`config.mk`:
```
export PLATFORM = sky130hd
export DESIGN_NAME = knightrider_ctrl
export DESIGN_NICKNAME = d
export VERILOG_FILES = /design/src/rtl/knightrider_pkg.sv /design/src/rtl/knightrider_ctrl_debounce_bit.sv /design/src/rtl/knightrider_ctrl.sv
export SDC_FILE = /design/constraint.sdc
export NUM_CORES = 1
export LEC_CHECK = 0
export BUFFER_PORTS_ARGS = -buffer_cell sky130_fd_sc_hd__buf_2
export CORE_MARGIN = 2
export CORE_UTILIZATION = 57
export DETAILED_ROUTE_END_ITERATION = 12
export PLACE_DENSITY = 0.76
export SETUP_SLACK_MARGIN = 0.02
export SLEW_MARGIN = 20
export SYNTH_ARGS = -nofsm -noshare
export SYNTH_HDL_FRONTEND = slang
export SYNTH_SLANG_ARGS = --single-unit
export TNS_END_PERCENT = 100
```
`constraint.sdc`:
```
create_clock -name clkin -period 1.6 [get_ports clkin]
set_input_delay 0.08 -clock clkin [delete_from_list [all_inputs] [get_ports clkin]]
set_output_delay 0.08 -clock clkin [all_outputs]
set_load 0.05 [all_outputs]
```
`src/rtl/knightrider_pkg.sv`:
```
// Shared widths, key indices, idle levels and source-state encoding for the
// knight rider input controller.
package knightrider_pkg;

  localparam int MODE_W  = 4;
  localparam int SPEED_W = 4;

  localparam int KEY_MODE_UP = 0;
  localparam int KEY_MODE_DN = 1;
  localparam int KEY_SPD_UP  = 2;
  localparam int KEY_SPD_DN  = 3;

  localparam logic SW_IDLE  = 1'b0;
  localparam logic SEL_IDLE = 1'b0;
  localparam logic KEY_IDLE = 1'b1;

  typedef enum logic {
    SRC_SW  = 1'b0,
    SRC_KEY = 1'b1
  } src_t;

endpackage

```
`src/rtl/knightrider_ctrl_debounce_bit.sv`:
```
// Single-bit 2-flop synchronizer followed by a stable-count debouncer.
module debounce_bit #(
  parameter int   DEBOUNCE_CYCLES = 500000,
  parameter int   CNT_W           = 20,
  parameter logic IDLE            = 1'b0
) (
  input  logic clkin,
  input  logic rstn,
  input  logic din,
  output logic dout
);

  logic             sync1;
  logic             sync2;
  logic [CNT_W-1:0] cnt;

  always_ff @(posedge clkin or negedge rstn) begin
    if (!rstn) begin
      sync1 <= IDLE;
      sync2 <= IDLE;
    end else begin
      sync1 <= din;
      sync2 <= sync1;
    end
  end

  // Level toggles on the edge where the counter already sits at the last count.
  always_ff @(posedge clkin or negedge rstn) begin
    if (!rstn) begin
      cnt  <= '0;
      dout <= IDLE;
    end else if (sync2 == dout) begin
      cnt <= '0;
    end else if (cnt == CNT_W'(DEBOUNCE_CYCLES - 1)) begin
      cnt  <= '0;
      dout <= sync2;
    end else begin
      cnt <= cnt + CNT_W'(1);
    end
  end

endmodule

```
`src/rtl/knightrider_ctrl.sv`:
```
// Input front-end: debounced switches/keys drive mode and speed selections,
// with a one-cycle strobe whenever either value changes.
module knightrider_ctrl
  import knightrider_pkg::*;
#(
  parameter int DEBOUNCE_CYCLES = 500000,
  parameter int CNT_W           = 20
) (
  input  logic               clkin,
  input  logic               rstn,
  input  logic [7:0]         sw_raw,
  input  logic               sel_raw,
  input  logic [3:0]         key_raw,
  output logic [MODE_W-1:0]  mode,
  output logic [SPEED_W-1:0] speed,
  output logic               changed
);

  logic [7:0]         dsw;
  logic               dsel;
  logic [3:0]         dkey;
  logic [3:0]         dkey_q;
  logic [3:0]         press;
  src_t               src;
  src_t               src_nxt;
  logic [MODE_W-1:0]  mode_nxt;
  logic [SPEED_W-1:0] speed_nxt;
  logic               mode_up;
  logic               mode_dn;
  logic               spd_up;
  logic               spd_dn;

  debounce_bit #(.DEBOUNCE_CYCLES(DEBOUNCE_CYCLES), .CNT_W(CNT_W), .IDLE(SW_IDLE))
    u_sw [7:0] (.clkin(clkin), .rstn(rstn), .din(sw_raw), .dout(dsw));

  debounce_bit #(.DEBOUNCE_CYCLES(DEBOUNCE_CYCLES), .CNT_W(CNT_W), .IDLE(SEL_IDLE))
    u_sel (.clkin(clkin), .rstn(rstn), .din(sel_raw), .dout(dsel));

  debounce_bit #(.DEBOUNCE_CYCLES(DEBOUNCE_CYCLES), .CNT_W(CNT_W), .IDLE(KEY_IDLE))
    u_key [3:0] (.clkin(clkin), .rstn(rstn), .din(key_raw), .dout(dkey));

  // Keys are active-low: a press is a debounced 1-to-0 transition.
  assign press   = dkey_q & ~dkey;
  assign mode_up = press[KEY_MODE_UP];
  assign mode_dn = press[KEY_MODE_DN];
  assign spd_up  = press[KEY_SPD_UP];
  assign spd_dn  = press[KEY_SPD_DN];

  always_ff @(posedge clkin or negedge rstn) begin
    if (!rstn) begin
      dkey_q <= {4{KEY_IDLE}};
      src    <= SRC_SW;
    end else begin
      dkey_q <= dkey;
      src    <= src_nxt;
    end
  end

  always_comb begin
    src_nxt   = dsel ? SRC_KEY : SRC_SW;
    mode_nxt  = mode;
    speed_nxt = speed;
    case (src)
      SRC_SW: begin
        mode_nxt  = dsw[MODE_W-1:0];
        speed_nxt = dsw[7 -: SPEED_W];
      end
      SRC_KEY: begin
        if (mode_up && !mode_dn) mode_nxt = mode + MODE_W'(1);
        if (mode_dn && !mode_up) mode_nxt = mode - MODE_W'(1);
        if (spd_up && !spd_dn && speed != '1) speed_nxt = speed + SPEED_W'(1);
        if (spd_dn && !spd_up && speed != '0) speed_nxt = speed - SPEED_W'(1);
      end
      default: begin
        mode_nxt  = mode;
        speed_nxt = speed;
      end
    endcase
  end

  always_ff @(posedge clkin or negedge rstn) begin
    if (!rstn) begin
      mode    <= '0;
      speed   <= '0;
      changed <= 1'b0;
    end else begin
      mode    <= mode_nxt;
      speed   <= speed_nxt;
      changed <= (mode_nxt != mode) || (speed_nxt != speed);
    end
  end

endmodule

```
==> results of run 1 <==
==> cell type report <==
class                      instances  area, sq um
fill                            1078         3920
multi-input combinational       1077         8650
clock inverter                     8          100
clock buffer                      58         1090
sequential                       313         7870
tap                              330          413
timing repair buffer             333         3080
inverter                          34          128
==> flip-flops by register name (all words and copies together), names as in the netlist, 4 cells and up <==
signal,cells
u_key.dout,4
dkey_q,4
u_key.sync1,4
speed,4
u_sw.dout,8
u_sw.sync2,8
u_sw.sync1,8
u_key.sync2,4
u_sel.cnt,20
u_sw.cnt,160
mode,4
u_key.cnt,80
==> power groups by stage <==
stage                     Combinational [W]  Sequential [W]  Clock (W)
after detailed placement           0.000743         0.00826          0
after floorplan                    0.000293         0.00826          0
after global routing                0.00126         0.00814    0.00882
after CTS                          0.000949         0.00812    0.00835
after global placement             0.000712         0.00825          0
final                               0.00119         0.00814    0.00846
==> routing by layer <==
metal / share of wire, % / vias to the layer above
met3: 5.7 / 215
met1: 37 / 6661
met2: 52 / 656
li1: - / 5573
met4: 5.7 / 0
met5: 0 / -
==> synth_stat cells (23+ instances only) <==
library cell,number,area share (%)
nand4_1,62,2.6
nor3_1,38,1.3
and3_1,34,1.4
xnor2_1,116,6.9
dfrtp_1,297,51
xor2_1,138,8.2
inv_1,34,0.87
nor4_1,23,0.98
nor2_1,319,8.2
nand3_1,103,3.5
nand2_1,100,2.6
==> critical path: stages (launching register included) <==
cell	delay, ps
dfrtp_1	400
nor4_2	370
nand3_1	160
nor4_2	220
buf_4	180
or2_4	140
buf_12	130
clkbuf_16	160
nor2_2	50
==> metrics by stage <==
stage | util, % | setup slack [ps] | hold slack, ps | instances
3_5_place_dp | 67.4 | -208 | 21.4 | 2001
3_3_place_gp | 67.4 | -113 | 20.4 | 2001
2_1_floorplan | - | -128 | -216 | 1447
6_report | 84.5 | -317 | 49.5 | 2153
5_1_grt | 84.5 | -386 | 87.4 | 2153
4_1_cts | 76.7 | -205 | 66.9 | 2114
==> timing repair <==
action,in CTS,in global routing
endpoints found under the hold margin,312,0
gates resized for setup,166,382
hold buffers,14,0
setup endpoints to repair,208,269
gates cloned,13,12
setup buffers,22,34
pin swaps,66,160
==> kinds of logic (layout without fill, tap and decap cells) <==
kind of cell | count (synthesis) | in the layout | synth area share, %
AND/OR/NAND/NOR | 754 | 760 | 25.0
flip-flops | 313 | 313 | 53.5
XOR/XNOR | 254 | 254 | 15.1
buffers and inverters | 63 | 433 | 2.36
AO/OA/AOI/OAI | 27 | 27 | 1.17
multiplexers | 19 | 19 | 1.44
adder cells (fa/ha/maj) | 17 | 17 | 1.45
==> worst max-delay path by stage <==
stage	to	slack [ps]
global placement	u_sw[1].cnt[13]$_DFF_PN0_	-110
CTS	u_sw[1].cnt[17]$_DFF_PN0_	-210
detailed placement	u_sw[1].cnt[8]$_DFF_PN0_	-210
global route	u_sw[0].cnt[11]$_DFF_PN0_	-390
floorplan	u_sw[1].cnt[12]$_DFF_PN0_	-130
finish	u_sw[0].cnt[19]$_DFF_PN0_	-320
==> impl_metrics.tcl, run 1 <==
set metrics [dict create \
    yosysSeqAreaShare_pct 53.5 \
    grt_max_degree 48 \
    insertion_delay_ps 540 \
    clock-sinks 313 \
    core_area_sq_um 25300 \
    hold_viol_final 0 \
    final_cell_mix "dfrtp_1, buf_4, nor2_1, xor2_1, nor2_4" \
    skew_ps 21.6 \
    vias 13100 \
    hpwl_mm 20.0 \
    violations "setup timing" \
    r2r_setup_slack_ps -320 \
    p_int_w 0.0136 \
    arrival_ps 2350 \
    switching_share_pct 23.6 \
    r2r_end "u_sw[0].cnt[19]$_DFF_PN0_" \
    crit_type "flip-flop to flip-flop" \
    num_antenna_cells 0 \
    fin_total_pwr_w 0.0178 \
    portBuffers 23 \
    final_cell_area_sq_um 21300 \
    path_max_fanout 5 \
    worst_pin_slew_ps 596 \
    initial_core_util_pct 58.2 \
    relSlewSlack_pct 60.3 \
    ys.warnings.count 0 \
    peakVddDrop_mv 1.14 \
    grt_pass1_wl_mm 58.1 \
    post-route-min-period_ps 1920 \
    groute.usage.overall_pct 26.3 \
    p_per_area_nw_per_um2 833 \
    numCtsBuffers 36 \
    use_met2_pct 47.1 \
    tns_ps -35460 \
    synthesis.nets 1479 \
    synth_edf_count 0 \
    placed_cell_area_sq_um 17000 \
    startpoint "u_sw[0].cnt[12]$_DFF_PN0_" \
    synthCells 1447 \
    p_clk_share_pct 47.6 \
    fmax_mhz 522 \
    dieHeight_um 165 \
    slew_violations 0 \
    fin_crit_sh_pct 120 \
    drv_cap 0 \
    wl_per_cell_um 22.2 \
    area.growth.synth_to_final_pct 45.2 \
    ys_async_sr_fraction_pct 100 \
    grt_util_met1_pct 32.4 \
    fin_ws_ps -317 \
    ios 24 \
    clk_pin_slew_ps 70 \
    wl_mm 47.7 \
    grt_pass1_vias 12200 \
    busiest_layer "met2" \
    placementRows 58 \
    clockBufferDepth 3 \
    critPathCaptureType "flip-flop" \
    syn-cell-area_sq_um 14700 \
    drt_iter0_drc 1333 \
    drtAntennaViolNets 0 \
    final_common_cell "dfrtp_1" \
    drive_gt1_share_pct 43.0 \
    cts_max_level 2 \
    seqPwrFrac_pct 45.8 \
    die_w_um 165 \
    vias_per_cell 6.09 \
    use_met3_pct 3.97 \
    gr-total-overflow 0 \
    required_ps 2030 \
    start_kind "flip-flop" \
    r2r_cells 8 \
    hold_path_class "primary input to asynchronous set/reset pin" \
    root_buffer "clkbuf_16" \
    dieArea_sq_um 27100 \
    ys_types 52 \
    drtPass1Iterations 7 \
    combPwrFrac_pct 6.7 \
    synthFlopType "dfrtp_1" \
    leakagePower_nw 8.89 \
    gp_congestion 0.823 \
    yosys_register_bits 313 \
    r2r_start "u_sw[0].cnt[12]$_DFF_PN0_" \
    rsz0062_at_grt "true" \
    setup_viol 242 \
    nNetsFinal 1827 \
    drcViolationCount 0 \
    syn_avg_cell_area_sq_um 10.2 \
    cts_tree "built" \
    switching_power_w 0.00419 \
    antenna_found_initial 0 \
    outcome "finished, violations left" \
]
Note: power is estimated with default switching activity, not from simulation.
==> run 2: changes to the inputs <==
--- a/config.mk
+++ b/config.mk
@@ -9,6 +9,7 @@
 export CORE_MARGIN = 2
 export CORE_UTILIZATION = 57
 export DETAILED_ROUTE_END_ITERATION = 12
+export HOLD_SLACK_MARGIN = 0.12
 export PLACE_DENSITY = 0.76
 export SETUP_SLACK_MARGIN = 0.02
 export SLEW_MARGIN = 20
==> impl_metrics.tcl, run 2 (same netlist as run 1, synthesis figures left out) <==
set metrics [dict create \
    outcome "finished, violations left" \
    violations "setup timing" \
    grt_pass1_wl_mm 58.1 \
    final_cell_mix "dfrtp_1, buf_4, nor2_1, xor2_1, nor2_4" \
    root_buffer "clkbuf_16" \
    fin_total_pwr_w 0.0178 \
    fillCellCount 1077 \
    path_max_fanout 5 \
    largest_registers "u_sw.cnt x160, u_key.cnt x80, u_sel.cnt x20" \
    switching_share_pct 23.6 \
    fin_ws_ps -314 \
    drcViolationCount 0 \
    r2r_start "u_sw[0].cnt[12]$_DFF_PN0_" \
    slowest_stage "dfrtp_1" \
    leakagePower_nw 8.90 \
    portBuffers 23 \
    ios 24 \
    post-route-min-period_ps 1910 \
    seqPwrFrac_pct 45.8 \
    area.growth.synth_to_final_pct 45.3 \
    slew_violations 0 \
    cpMostUsedCell "nor4_2" \
    cts_tree "built" \
    multi_input_area_sq_um 8650 \
    worst_pin_slew_ps 601 \
    crit_type "flip-flop to flip-flop" \
    drtAntennaViolNets 0 \
    max_stage_delay_ps 400 \
    switching_power_w 0.00420 \
    start_kind "flip-flop" \
    drive_gt1_share_pct 43.0 \
    placementRows 58 \
    regMostFlops "u_sw.cnt" \
    setup_viol 245 \
    gr-total-overflow 0 \
    relSlewSlack_pct 59.9 \
    min_to "u_sw[4].sync1$_DFF_PN0_" \
    hold_path_class "primary input to flip-flop" \
    core_area_sq_um 25300 \
    skew_ps 20.0 \
    clock-sinks 313 \
    wl_per_cell_um 22.2 \
    r2r_end "u_sw[0].cnt[19]$_DFF_PN0_" \
    drt_iter0_drc 1348 \
    hold_viol_final 0 \
    dieArea_sq_um 27100 \
    antenna_found_initial 0 \
    placed_cell_area_sq_um 17000 \
    peakVddDrop_mv 1.14 \
    rsz0062_at_grt "true" \
    combPwrFrac_pct 6.7 \
    wl_mm 47.8 \
    num_antenna_cells 0 \
    hpwl_mm 20.0 \
    nNetsFinal 1828 \
    drtPass1Iterations 5 \
    fmax_mhz 523 \
    final_cell_area_sq_um 21300 \
    fin_crit_sh_pct 120 \
    r2r_setup_slack_ps -310 \
    worstHoldStart "sw_raw[4]" \
    p_int_w 0.0136 \
    cp_top_family "simple AND/OR/NAND/NOR gates" \
    gp_congestion 0.823 \
    final_common_cell "dfrtp_1" \
    cp.buffers_inverters 3 \
    arrival_ps 2350 \
    clk_pin_slew_ps 70 \
    clockBufferDepth 3 \
    largest_register_ffs 160 \
    crit_cells 8 \
    cts_max_level 2 \
    hold_depth 2 \
    p_per_area_nw_per_um2 833 \
    grt_pass1_vias 12200 \
    insertion_delay_ps 540 \
    drv_cap 0 \
    initial_core_util_pct 58.2 \
    critPathCaptureType "flip-flop" \
    required_ps 2030 \
    groute.usage.overall_pct 26.4 \
    hold-worst-slack_ps 180 \
    worstPathCellList "nor4_2 -> nand3_1 -> nor4_2 -> buf_4 -> or2_4 -> buf_12 -> clkbuf_16 -> nor2_2" \
    numCtsBuffers 36 \
    die_w_um 165 \
    p_clk_share_pct 47.6 \
    vias_per_cell 6.08 \
    vias 13100 \
    regArea_sq_um 7870 \
    dieHeight_um 165 \
    r2r_cells 8 \
    grt_max_degree 48 \
]
[run 2: cell count changes in the layout (fill, tap and decap cells not counted), sizes merged]
cell | previous run | this run
dlygate4sd3 | 14 | 15
[run 2: what timing repair did]
item,in CTS,in global routing
resized for setup,166,382
buffers inserted,22,34
pin swaps,66,160
gates cloned,13,12
setup endpoints to repair,208,269
hold buffers,15,0
endpoints found under the hold margin,322,0
[run 2: worst register-to-register path, stage by stage, from the launching register on]
cell       delay, ps
dfrtp_1          400
nor4_2           370
nand3_1          160
nor4_2           220
buf_4            170
or2_4            140
buf_12           130
clkbuf_16        160
nor2_2            50
[run 2: cell type report]
type,instances,area share (%)
clock buffers,58,5.13
multi-input cells,1077,40.6
clock inverters,8,0.469
well taps,330,1.93
repair buffers,334,14.5
flip-flops and latches,313,36.9
inverters,34,0.598
[run 2: per-layer routing]
metal  part of all wire [%]  GRT usage, %
met3                    5.7          3.97
met4                    5.7          9.64
met5                      0             0
met2                     52          47.1
met1                     37          32.4
[run 2: worst max-delay path by stage]
stage                              startpoint                         to  slack [ps]
global route        u_sw[0].cnt[12]$_DFF_PN0_  u_sw[0].cnt[11]$_DFF_PN0_        -390
finish              u_sw[0].cnt[12]$_DFF_PN0_  u_sw[0].cnt[19]$_DFF_PN0_        -310
global placement    u_sw[1].cnt[14]$_DFF_PN0_  u_sw[1].cnt[13]$_DFF_PN0_        -110
CTS                 u_sw[1].cnt[14]$_DFF_PN0_  u_sw[1].cnt[17]$_DFF_PN0_        -210
floorplan           u_sw[1].cnt[14]$_DFF_PN0_  u_sw[1].cnt[12]$_DFF_PN0_        -130
detailed placement  u_sw[1].cnt[14]$_DFF_PN0_   u_sw[1].cnt[8]$_DFF_PN0_        -210
[run 2: power groups by stage]
| stage | Clock, W | Combinational, W | Sequential, W |
|---|---|---|---|
| 6_report | 0.00846 | 0.00119 | 0.00814 |
| 5_1_grt | 0.00882 | 0.00127 | 0.00814 |
| 4_1_cts | 0.00835 | 0.000951 | 0.00812 |
| 3_5_place_dp | 0 | 0.000743 | 0.00826 |
| 3_3_place_gp | 0 | 0.000712 | 0.00825 |
| 2_1_floorplan | 0 | 0.000293 | 0.00826 |
[run 2: stage by stage]
stage | instances | setup WS, ps | util, % | TNS, ps
2_1_floorplan | 1447 | -128 | - | -2120
3_3_place_gp | 2001 | -113 | 67.4 | -4250
4_1_cts | 2115 | -205 | 76.7 | -12630
5_1_grt | 2154 | -386 | 84.5 | -49470
3_5_place_dp | 2001 | -208 | 67.4 | -9210
6_report | 2154 | -314 | 84.5 | -35560
